==> src/rtl/arb4_rr.sv <==
// arb4_rr: four-requester round-robin arbiter driving a shared WIDTH-bit write-back mux
//
// Ports:
//   clk, rst        clock and synchronous active-high reset
//   req[3:0]        per-master request lines
//   done            current grantee releases the bus (looked at only while valid=1)
//   d0..d3          source data of masters 0..3
//   gnt[3:0]        registered one-hot grant, zero when idle
//   sel[1:0]        registered index of the current grantee (mux select)
//   valid           registered, high while a grant is active
//   y               d[sel] while valid, else 0
//   timeout         registered one-cycle pulse after a forced release
//
// Build option: define ARB4_TIMEOUT_EN to add the hold-limit counter that forces a
// grant off after MAX_HOLD cycles; otherwise timeout is tied low and MAX_HOLD is unused.
module arb4_rr #(
    parameter int WIDTH    = 8,
    parameter int MAX_HOLD = 16
) (
    input  logic             clk,
    input  logic             rst,
    input  logic [3:0]       req,
    input  logic             done,
    input  logic [WIDTH-1:0] d0,
    input  logic [WIDTH-1:0] d1,
    input  logic [WIDTH-1:0] d2,
    input  logic [WIDTH-1:0] d3,
    output logic [3:0]       gnt,
    output logic [1:0]       sel,
    output logic             valid,
    output logic [WIDTH-1:0] y,
    output logic             timeout
);
    typedef enum logic {IDLE, GRANT} state_t;

    if (MAX_HOLD < 2 || MAX_HOLD > 255) begin : g_bad_max_hold
        $error("arb4_rr: MAX_HOLD must lie in 2..255");
    end

    state_t     state_q, state_d;
    logic [1:0] sel_q, sel_d;
    logic [1:0] ptr_q, ptr_d;
    logic [3:0] gnt_q, gnt_d;
    logic       valid_q, valid_d;
    logic [1:0] search_ptr;
    logic [2:0] pick;
    logic       release_ev;
    logic       hold_hit;

    // Returns {found, index}; scanning offsets from 3 down to 0 lets the
    // lowest offset from p (highest priority) overwrite the others.
    function automatic logic [2:0] rr_pick(input logic [1:0] p, input logic [3:0] r);
        logic [1:0] idx;
        logic [2:0] res;
        res = 3'b000;
        for (int i = 3; i >= 0; i--) begin
            idx = p + 2'(i);
            if (r[idx]) res = {1'b1, idx};
        end
        return res;
    endfunction

`ifdef ARB4_TIMEOUT_EN
    localparam int HW = (MAX_HOLD > 2) ? $clog2(MAX_HOLD) : 1;
    logic [HW-1:0] hold_q, hold_d;
    logic          timeout_q, timeout_d;
    assign hold_hit = (hold_q == HW'(MAX_HOLD - 1));
    assign timeout  = timeout_q;
`else
    assign hold_hit = 1'b0;
    assign timeout  = 1'b0;
`endif

    assign release_ev = done || !req[sel_q] || hold_hit;
    // On a release the search already uses the rotated pointer, so the
    // releasing master is considered last in the same cycle.
    assign search_ptr = (state_q == GRANT) ? sel_q + 2'd1 : ptr_q;
    assign pick       = rr_pick(search_ptr, req);

    always_comb begin
        state_d = state_q;
        sel_d   = sel_q;
        ptr_d   = ptr_q;
        gnt_d   = gnt_q;
        valid_d = valid_q;
`ifdef ARB4_TIMEOUT_EN
        hold_d    = hold_q;
        timeout_d = 1'b0;
`endif
        if (state_q == IDLE || release_ev) begin
            if (state_q == GRANT) begin
                ptr_d = sel_q + 2'd1;
`ifdef ARB4_TIMEOUT_EN
                timeout_d = hold_hit && !done;
`endif
            end
            if (pick[2]) begin
                state_d = GRANT;
                sel_d   = pick[1:0];
                gnt_d   = 4'b0001 << pick[1:0];
                valid_d = 1'b1;
`ifdef ARB4_TIMEOUT_EN
                hold_d  = '0;
`endif
            end else begin
                state_d = IDLE;
                gnt_d   = 4'b0000;
                valid_d = 1'b0;
            end
        end else begin
`ifdef ARB4_TIMEOUT_EN
            hold_d = hold_q + 1'b1;
`endif
        end
    end

    always_ff @(posedge clk) begin
        if (rst) begin
            state_q <= IDLE;
            sel_q   <= 2'd0;
            ptr_q   <= 2'd0;
            gnt_q   <= 4'b0000;
            valid_q <= 1'b0;
        end else begin
            state_q <= state_d;
            sel_q   <= sel_d;
            ptr_q   <= ptr_d;
            gnt_q   <= gnt_d;
            valid_q <= valid_d;
        end
    end

`ifdef ARB4_TIMEOUT_EN
    always_ff @(posedge clk) begin
        if (rst) begin
            hold_q    <= '0;
            timeout_q <= 1'b0;
        end else begin
            hold_q    <= hold_d;
            timeout_q <= timeout_d;
        end
    end
`endif

    assign gnt   = gnt_q;
    assign sel   = sel_q;
    assign valid = valid_q;
    assign y     = !valid_q       ? '0 :
                   sel_q == 2'd0  ? d0 :
                   sel_q == 2'd1  ? d1 :
                   sel_q == 2'd2  ? d2 : d3;
endmodule

==> config.mk <==
export PLATFORM = sky130hd
export DESIGN_NAME = arb4_rr
export DESIGN_NICKNAME = d
export VERILOG_FILES = /design/src/rtl/arb4_rr.sv
export SDC_FILE = /design/constraint.sdc
export NUM_CORES = 1
export LEC_CHECK = 0
export CAP_MARGIN = 25
export CORE_MARGIN = 2
export CORE_UTILIZATION = 41
export DETAILED_ROUTE_END_ITERATION = 7
export PLACE_DENSITY = 0.92
export SLEW_MARGIN = 40
export SYNTH_ARGS = -nofsm -noshare
export SYNTH_HDL_FRONTEND = slang
export SYNTH_SLANG_ARGS = --single-unit
==> constraint.sdc <==
create_clock -name clk -period 3.1 [get_ports clk]
set_input_delay 0.93 -clock clk [delete_from_list [all_inputs] [get_ports clk]]
set_output_delay 0.93 -clock clk [all_outputs]
set_load 0.02 [all_outputs]
# --- After elaboration in Yosys (flattened, before gate mapping) ---
# Cells that the tools add are included.
word_totals:
  mem_bits_rw: 0
  latchBits: 0
  output_inout_bits: 16
  input_bits: 39
  romBits: 0
  n_memories: 0
  regBits: 9
  word_cells: 43
op_classes:
  mul: 0
  bitwise_logic: 1
  eq_ne: 2
  mux: 21
  reduce_logical: 5
  n_div: 0
  magnitude_cmp: 5
  shifts: 1
  n_addsub: 4
ops:
  columns: ["cell", "n"]
  rows:
  - ["$mux 8", 4]
  - ["$lt 2x3->1 const B", 5]
  - ["$mux 3", 4]
  - ["$bmux 1 s2", 5]
  - ["$mux 1", 6]
  - ["$add 2x1->2 const B", 2]
  - ["$add 2x2->2 const B", 2]
  - ["$mux 4", 1]
  - ["$shl 1x2->4 const A", 1]
  - ["$eq 2x1->1 const B", 1]
  - ["$eq 2x2->1 const B", 1]
  - ["$logic_not 2->1", 1]
  - ["$logic_or 1x1->1", 2]
  - ["$mux 2", 1]
  - ["$reduce_and 2->1", 1]
  - ["$logic_not 1->1", 1]
  - ["$not 1->1", 1]

# --- Longest topological paths before layout ---
# Gate-level depths: netlist (run 1).
depth:
  depth_word: 11
  ltp_mapped: 7

# --- Worst setup path before layout (run 1) ---
# Ideal clock, no wire load.
synth_timing:
  path_kind: "reg-to-output"
  from: "register sel_q[0] (netlist: sel[0])"
  to: "output y[0]"
  setup_slack_ns: 0.487
  n_path_buf: 1
  required_time_ns: 2.170
  t_arrival_ns: 1.683
  path_stages_with_launch: 8
  path_cell_list: "dfxtp_1 > inv_1 > ha_1 > buf_2 > mux2i_1 > o21ai_0 > mux2i_1 > nor2b_1"
synth_between:
  elab_chain_cells: 5
synth_rtl:
  columns: ["item", "line", "rtl"]
  rows:
  - ["from (decl)", "41", "logic [1:0] sel_q, sel_d;"]
  - ["from (signal assigned)", "126", "sel_q <= sel_d;"]
  - ["$eq 2x2->1", "151", "sel_q == 2'd2 ? d2 : d3;"]
  - ["$mux 8", "151", null]
  - ["$mux 8", "150", "sel_q == 2'd1 ? d1 :"]
  - ["$mux 8 *", "149", "sel_q == 2'd0 ? d0 :"]
  - ["$mux 8 *", "148", "assign y = !valid_q ? '0 :"]
  - ["to (decl)", "31", "output logic [WIDTH-1:0] y,"]
# Every way passes the cells marked *; elsewhere a longest branch is shown, timed or not.

# --- Final worst setup path (run 1) ---
layout_timing:
  from: "input d3[7]"
  to: "output y[7]"
layout_between:
  elab_chain_cells: 4
layout_rtl:
  columns: ["item", "line", "rtl"]
  rows:
  - ["from (decl)", "27", "input logic [WIDTH-1:0] d3,"]
  - ["$mux 8", "151", null]
  - ["$mux 8", "150", null]
  - ["$mux 8", "149", null]
  - ["$mux 8", "148", null]
# No other way between the ends.

==> results.md, run 1 <==
- Ant. Diodes: 0
- Net count of the mapped netlist: 163
- Clock buffer depth: 2
- Detailed Place HPWL: 2223 um
- Post-Syn Instances: 121
- Endpoint type of the worst setup path: output port
- Kind of critical path: input pin to output port
- Transition time at the pin with the least slew margin: 0.5459 ns
- CP max FO: 1
- Number of vias per cell after detailed routing: 5.564
- Area Growth Syn to Fin: 57.56%
- Total global routing overflow: 0
- Kind of cell with the highest combined delay on the critical path: buffers and inverters
- Part of the power in the clock network: 17.3%
- Count of H-tree levels built during CTS: 1
- Initial Util: 43.04%
- Sequential power share: 26.7%
- Final setup violating endpoints: 0
- Cell area after technology mapping: 952.2 sq um
- Final Hold Vio Count: 0
- Design internal power: 0.0003241 W
- Cell Area, Placed: 1503 sq um
- Sw Share: 38.06%
- Cell chain of the critical path: clkdlybuf4s50_1 > mux2i_1 > o21ai_0 > mux2i_1 > nor2b_1 > clkdlybuf4s15_1
- Peak supply drop: 0.3513 mV
- Kind of start point of the critical path: input pin
- Core occupancy in the finished layout: 67.82%
- Boundary pin count: 55
- Peak per-stage delay on the critical path: 0.46 ns
- Combinational power share: 55.9%
- Setup repair after global routing missed its margin: no
- Clock Skews: 0.008836 ns
- Buffers added on ports: 53
- Max-slew violations: 0
- Number of violations of the max-capacitance limit: 0
- Part of the Yosys area used for sequential elements: 18.92%
- Leakage power figure: 0.6080 nW
- Yosys reg bits: 9
- Final Net Count: 217
- Cell area power density: 348.8 nW/um^2
- Drt wl/cell: 14.33 um
- Global-route wire length before repair: 4491 um
- Antenna violations before repair: 0
- Y dimension of the die: 52.19 um
- Total number of placement rows: 17
- Achievable clock frequency: 328.7 MHz
- Overall routing resource usage: 21.57%
- Number of design rule violations left after detail routing: 0
- Worst hold path class: flip-flop to flip-flop
- Number of violations reported at the end of detailed-routing iteration 0: 37
- RePlAce Congestion: 0.9262
- Final period demand of the worst path: 3.042 ns
- Pin count of the biggest net entering global routing: 19
- Placeable core region: 2212 sq um
- Total length of routed wires: 2894 um
- Clock buffers created by TritonCTS: 3
- Yosys warns: 0
- Post-Synthesis Mean Instance Area: 7.869 sq um
- CTS tree: yes
- Number of distinct library cells after synthesis: 38
- Arrival time at the worst endpoint: 2.11 ns
- Antenna-violating nets left: 0
- Summed area of non-filler cells in the final layout: 1500 sq um
- Share of post-route cells with drive strength above 1: 13.22%
- Clk slew on worst S/H paths: 0.06 ns
- Max transition margin: 62.57%
- Clk Tree Root Cell: sky130_fd_sc_hd__clkbuf_4
- Most common cell type on the critical path: sky130_fd_sc_hd__mux2i_1
- Hold_buf cts: 0
- Cell with the largest stage delay on the worst path: sky130_fd_sc_hd__clkdlybuf4s50_1
- Die Outline Area: 2724 sq um
- CP bufs+invs: 2
- Final worst path period share: 98.14%
- Net Sw Power: 0.0001992 W
- # clock sinks: 9
- Via count of the first global-routing pass: 1050
- Via count: 1124
- DR pass1 iterations: 4
- Latest clock arrival within the worst-skew pair: 0.26 ns
- Chip Width: 52.19 um
- Result of the run: finished, final reports clean
- Data required time at the worst endpoint: 2.17 ns
metal layers:
layer / GRT usage [%] / part of all wire (%) / vias up
met5: 0 / 0 / -
met4: 6.410 / 1.0 / 0
met3: 6.286 / 14 / 4
met2: 36.92 / 43 / 76
met1: 26.01 / 41 / 492
li1: - / - / 552
path summary, 6_finish.rpt:
check / from / end / slack (ns) / cells after the start
worst max-delay path: d3[7] / y[7] / 0.06 / 6
worst min register to register: gnt[3] / gnt[3] / 0.47 / 2
worst min-delay path: gnt[3] / gnt[3] / 0.47 / 2
worst max register to register: sel[1] / sel[1] / 1.13 / 6
worst min-delay path, cell delays in order (launching register included):
cell	delay, ns
sky130_fd_sc_hd__dfxtp_1	0.31
sky130_fd_sc_hd__nand3_1	0.06
sky130_fd_sc_hd__a21oi_1	0.06
power by group through the flow:
stage               clock [W]  combinational [W]  sequential [W]
floorplan                   0           0.000168        0.000151
finish              0.0000907           0.000293        0.000140
global route         0.000102           0.000316        0.000142
global placement            0           0.000297        0.000142
CTS                 0.0000939           0.000294        0.000140
detailed placement          0           0.000300        0.000143
metrics by stage:
stage,hold slack [ns],setup TNS [ns],instances,total power [W],worst slack [ns]
floorplan,0.4876,0,121,0.0003189,0.4871
global placement,0.4574,-1.951,198,0.0004388,-0.2801
detailed placement,0.4621,-2.145,198,0.0004424,-0.3062
CTS,0.4777,0,202,0.0005283,0.002837
global route,0.4962,0,202,0.0005591,0.01246
finish,0.4723,0,202,0.0005233,0.05777
synth_stat cells:
library cell                count  area share, %
sky130_fd_sc_hd__a31oi_1        5            3.3
sky130_fd_sc_hd__nor2_1         8            3.2
sky130_fd_sc_hd__nor3_1         3            1.6
sky130_fd_sc_hd__a22o_1         1           0.92
sky130_fd_sc_hd__buf_2          2            1.1
sky130_fd_sc_hd__mux4_2         1            2.4
sky130_fd_sc_hd__or2_2          1           0.66
sky130_fd_sc_hd__o21ai_0       11            5.8
sky130_fd_sc_hd__a41o_1         1            1.1
sky130_fd_sc_hd__and2b_2        1           0.92
sky130_fd_sc_hd__nand2_4        1            1.2
sky130_fd_sc_hd__mux2i_1       17             18
sky130_fd_sc_hd__and3_2         1           0.79
sky130_fd_sc_hd__clkbuf_2       1           0.53
sky130_fd_sc_hd__nor2b_1       11            7.2
sky130_fd_sc_hd__a21oi_1        5            2.6
sky130_fd_sc_hd__buf_6          1            1.2
sky130_fd_sc_hd__nand2b_1       2            1.3
sky130_fd_sc_hd__conb_1         1           0.39
sky130_fd_sc_hd__o31ai_1        3            2.4
sky130_fd_sc_hd__and2_0         1           0.66
sky130_fd_sc_hd__dfxtp_1        9             19
sky130_fd_sc_hd__nand2_1       10            3.9
sky130_fd_sc_hd__nand2b_4       1            1.4
sky130_fd_sc_hd__a211oi_1       1           0.79
sky130_fd_sc_hd__nand4_1        1           0.66
sky130_fd_sc_hd__nand3_1        2            1.1
sky130_fd_sc_hd__nor4_1         1           0.66
sky130_fd_sc_hd__clkbuf_1       3            1.2
sky130_fd_sc_hd__mux2_2         1            1.2
sky130_fd_sc_hd__o2111ai_1      2            1.8
sky130_fd_sc_hd__ha_1           3            3.9
sky130_fd_sc_hd__o2bb2ai_1      1           0.92
sky130_fd_sc_hd__or3_1          1           0.66
sky130_fd_sc_hd__o41ai_2        1            1.7
sky130_fd_sc_hd__buf_4          2            1.6
sky130_fd_sc_hd__inv_1          2           0.79
sky130_fd_sc_hd__a311oi_1       2            1.8
kinds of logic (layout without fill, tap and decap cells):
| family | Yosys count | count (layout) | share of synthesized area (%) |
|---|---|---|---|
| AND/OR/NAND/NOR | 45 | 45 | 25.89 |
| AO/OA/AOI/OAI | 33 | 33 | 23.13 |
| multiplexers | 19 | 19 | 21.42 |
| buffers and inverters | 11 | 64 | 6.307 |
| flip-flops | 9 | 9 | 18.92 |
| adder cells (fa/ha/maj) | 3 | 3 | 3.943 |
| other | 1 | 1 | 0.3938 |
flip-flops by register name, indices dropped and copies added, names as in the netlist:
register	cells
valid	1
gnt	4
ptr_q	2
sel	2
cells in the final DEF, fill, tap and decap left out, types with 2 or more instances in the layout:
master / synthesis / routed
sky130_fd_sc_hd__dfxtp_1: 9 / 9
sky130_fd_sc_hd__nand2_1: 10 / 10
sky130_fd_sc_hd__o2111ai_1: 2 / 2
sky130_fd_sc_hd__o21ai_0: 11 / 10
sky130_fd_sc_hd__clkbuf_4: 0 / 3
sky130_fd_sc_hd__inv_1: 2 / 2
sky130_fd_sc_hd__o31ai_1: 3 / 3
sky130_fd_sc_hd__ha_1: 3 / 3
sky130_fd_sc_hd__clkbuf_2: 1 / 5
sky130_fd_sc_hd__buf_4: 2 / 5
sky130_fd_sc_hd__a311oi_1: 2 / 2
sky130_fd_sc_hd__nand2b_1: 2 / 2
sky130_fd_sc_hd__nor2_1: 8 / 8
sky130_fd_sc_hd__a21oi_1: 5 / 5
sky130_fd_sc_hd__nand3_1: 2 / 2
sky130_fd_sc_hd__mux2i_1: 17 / 17
sky130_fd_sc_hd__nor3_1: 3 / 3
sky130_fd_sc_hd__nor2b_1: 11 / 11
sky130_fd_sc_hd__clkdlybuf4s50_1: 0 / 45
sky130_fd_sc_hd__a31oi_1: 5 / 5
area by class of cell:
cell class	instances	area [sq um]
fill	183	711.9
sequential	9	180.2
timing repair buffer	58	539.3
tap	28	35.03
inverter	2	7.507
multi-input combinational	101	711.9
clock buffer	4	26.28
what timing repair did:
action / in CTS / in global routing
gates resized for setup: 14 / 11
endpoints found under the hold margin: 0 / 0
buffers inserted: 0 / 0
endpoints found under the setup margin: 8 / 8
Note: power is estimated with default switching activity, not from simulation.
==> run 2, diff against run 1 <==
--- a/config.mk
+++ b/config.mk
@@ -9,5 +9,5 @@
 export CORE_MARGIN = 2
-export CORE_UTILIZATION = 41
+export CORE_UTILIZATION = 34
 export DETAILED_ROUTE_END_ITERATION = 7
-export PLACE_DENSITY = 0.92
+export PLACE_DENSITY = 0.82
 export SLEW_MARGIN = 40
==> constraint.sdc (replaced) <==
create_clock -name clk -period 2.6 [get_ports clk]
set_input_delay 0.78 -clock clk [delete_from_list [all_inputs] [get_ports clk]]
set_output_delay 0.78 -clock clk [all_outputs]
set_load 0.005 [all_outputs]
==> results.md, run 2 (synthesis gave the netlist of run 1 again) <==
- Min-delay src: gnt[3]
- Clock buffers created by TritonCTS: 3 (unchanged)
- Number of vias per cell after detailed routing: 5.434 (-2.3%)
- Count of H-tree levels built during CTS: 1 (unchanged)
- Final Hold Vio Count: 0 (unchanged)
- Achievable clock frequency: 395.2 MHz
- Part of the power in the clock network: 18.0% (+0.7 points)
- Cell chain of the critical path: clkdlybuf4s50_1 > mux2i_1 > o21ai_1 > mux2i_1 > nor2b_1 > buf_2
- Number of violations of the max-capacitance limit: 0 (unchanged)
- Antenna violations before repair: 0 (unchanged)
- Max-slew violations: 0 (unchanged)
- Design internal power: 0.0004098 W (+26%)
- Total number of placement rows: 19 (+2)
- Endpoint type of the worst setup path: output port
- Most common cell type on the critical path: sky130_fd_sc_hd__mux2i_1
- Reg2reg path depth: 7 (+1)
- CTS tree: yes
- Y dimension of the die: 56.92 um (+9.1%)
- Boundary pin count: 55 (unchanged)
- Peak per-stage delay on the critical path: 0.46 ns (about the same)
- Clock buffer depth: 2 (unchanged)
- Leading cell type in the layout, fill and taps excluded: sky130_fd_sc_hd__clkdlybuf4s50_1
- Detailed Place HPWL: 2445 um (+10%)
- Via count: 1152 (+2.5%)
- Number of flip-flops in the largest register: 4 (unchanged)
- Clk Tree Root Cell: sky130_fd_sc_hd__clkbuf_4
- Leakage power figure: 0.6986 nW (+15%)
- Clock Skews: 0.006740 ns (-0.002096 ns)
- Share of post-route cells with drive strength above 1: 17.68% (+4.5 points)
- Data required time at the worst endpoint: 1.82 ns (-0.35 ns)
- Antenna-violating nets left: 0 (unchanged)
- Hold_buf cts: 0 (unchanged)
- Final setup violating endpoints: 0 (unchanged)
- Pin count of the biggest net entering global routing: 17 (-2)
- Number of violations reported at the end of detailed-routing iteration 0: 33 (-11%)
- Global-route wire length before repair: 5085 um (+13%)
- Sw Share: 34.89% (-3.2 points)
- Cell with the largest stage delay on the worst path: sky130_fd_sc_hd__clkdlybuf4s50_1
- Commonest cells after routing, fill and taps aside: sky130_fd_sc_hd__clkdlybuf4s50_1 (40), sky130_fd_sc_hd__mux2i_1 (17), sky130_fd_sc_hd__nor2b_1 (11)
- Reg2reg end: sel[1]
- Cell area power density: 397.0 nW/um^2 (+14%)
- Initial Util: 35.13% (-7.9 points)
- Ant. Diodes: 0 (unchanged)
- Max transition margin: 65.80% (+3.2 points)
- Final Net Count: 224 (+3.2%)
- Net Sw Power: 0.0002196 W (+10%)
- Combinational power share: 55.9% (about the same)
- Via count of the first global-routing pass: 1060 (+0.95%)
- Sequential power share: 26.1% (-0.6 points)
- Arrival time at the worst endpoint: 1.75 ns (-0.36 ns)
- Peak supply drop: 0.2366 mV (-33%)
- Number of design rule violations left after detail routing: 0 (unchanged)
- Placeable core region: 2710 sq um (+23%)
- Total length of routed wires: 3035 um (+4.9%)
- RePlAce Congestion: 0.9061 (-2.2%)
- Kind of critical path: input pin to output port
- Worst hold path class: flip-flop to flip-flop
- Final-layout worst hold slack: 0.4664 ns (-0.005872 ns)
- Drt wl/cell: 14.32 um (about the same)
- Die Outline Area: 3240 sq um (+19%)
- Final worst path period share: 97.31%
- Kind of start point of the critical path: input pin
- R2R setup slack: 0.57 ns (-0.56 ns)
- Number of instances on the worst hold path: 2 (unchanged)
- Transition time at the pin with the least slew margin: 0.4988 ns (-0.04712 ns)
- Overall routing resource usage: 20.08% (-1.5 points)
- Post-Route Setup TNS: 0 ns (unchanged)
- DR pass1 iterations: 4 (unchanged)
- CP max FO: 1 (unchanged)
- Critical register-to-register path startpoint: sel[0]
- Latest clock arrival within the worst-skew pair: 0.27 ns (about the same)
- Area Growth Syn to Fin: 66.49%
- Clk slew on worst S/H paths: 0.06 ns (about the same)
- Post-CTS Setup Repair Bufs: 0 (unchanged)
- End of the worst hold path: gnt[3]
- # clock sinks: 9 (unchanged)
- Result of the run: finished, final reports clean
- Final worst slack: 0.06982 ns (+0.01206 ns)
- Core occupancy in the finished layout: 58.49% (-9.3 points)
- Buffers added on ports: 53 (unchanged)
- Total global routing overflow: 0 (unchanged)
- Final period demand of the worst path: 2.530 ns
- Chip Width: 56.92 um (+9.1%)
- Worst setup slack after placement: -0.4043 ns (-0.09811 ns)
-- run 2: changes by cell type in the layout (fill, tap and decap cells not counted), sizes merged --
cell / change
dlymetal6s2s: +5
clkdlybuf4s50: -5
clkdlybuf4s15: -2
buf: +14
clkbuf: -5
-- run 2: power by group through the flow --
| stage | Clock, W | Sequential (W) | Combinational [W] |
|---|---|---|---|
| floorplan | 0 | 0.000168 | 0.000181 |
| global placement | 0 | 0.000166 | 0.000353 |
| detailed placement | 0 | 0.000168 | 0.000362 |
| CTS | 0.000118 | 0.000165 | 0.000353 |
| global route | 0.000122 | 0.000167 | 0.000385 |
| finish | 0.000113 | 0.000164 | 0.000352 |
-- run 2: area by class of cell --
cell class	instances	area, sq um
Fill cell	234	1125
Multi-Input combinational cell	101	714.4
Timing Repair Buffer	65	618.1
Sequential cell	9	180.2
Tap cell	31	38.79
Clock buffer	4	26.28
Inverter	2	7.507
-- run 2: critical path: cells and delay by family --
kind,cells,cell delay (ns)
AO/OA/AOI/OAI,1,0.13
multiplexers,2,0.16
buffers and inverters,2,0.57
AND/OR/NAND/NOR,1,0.10
-- run 2: worst max-delay path by stage --
| stage | startpoint | to | slack, ns | depth (start not counted) |
|---|---|---|---|---|
| after floorplan | sel[0] | y[0] | 0.46 | 7 |
| after global placement | d2[1] | y[1] | -0.35 | 6 |
| after detailed placement | d2[7] | y[7] | -0.40 | 6 |
| after CTS | d2[7] | y[7] | 0.004 | 6 |
| after global routing | d3[0] | y[0] | -0.01 | 6 |
| final | d2[6] | y[6] | 0.07 | 6 |
-- run 2: routing by layer --
layer | global-route usage, % | part of all wire [%] | up-vias
met5 | 0 | 0 | -
met1 | 25.31 | 40 | 528
met3 | 2.995 | 6.9 | 8
met2 | 33.66 | 51 | 53
met4 | 8.970 | 1.9 | 0
li1 | - | - | 563
-- run 2: per-stage QoR --
stage / total power (W) / instances / instance area [sq um]
4_1_cts: 0.0006353 / 212 / 1573
5_1_grt: 0.0006739 / 212 / 1585
6_report: 0.0006294 / 212 / 1585
3_5_place_dp: 0.0005296 / 208 / 1584
3_3_place_gp: 0.0005194 / 208 / 1584
2_1_floorplan: 0.0003489 / 121 / 952.2
-- run 2: timing repair --
action                                 in CTS  in global routing
setup endpoints to repair                   8                  4
endpoints found under the hold margin       0                  0
gates resized for setup                    40                  6
pin swaps                                   1                  3
cloned                                      0                  0
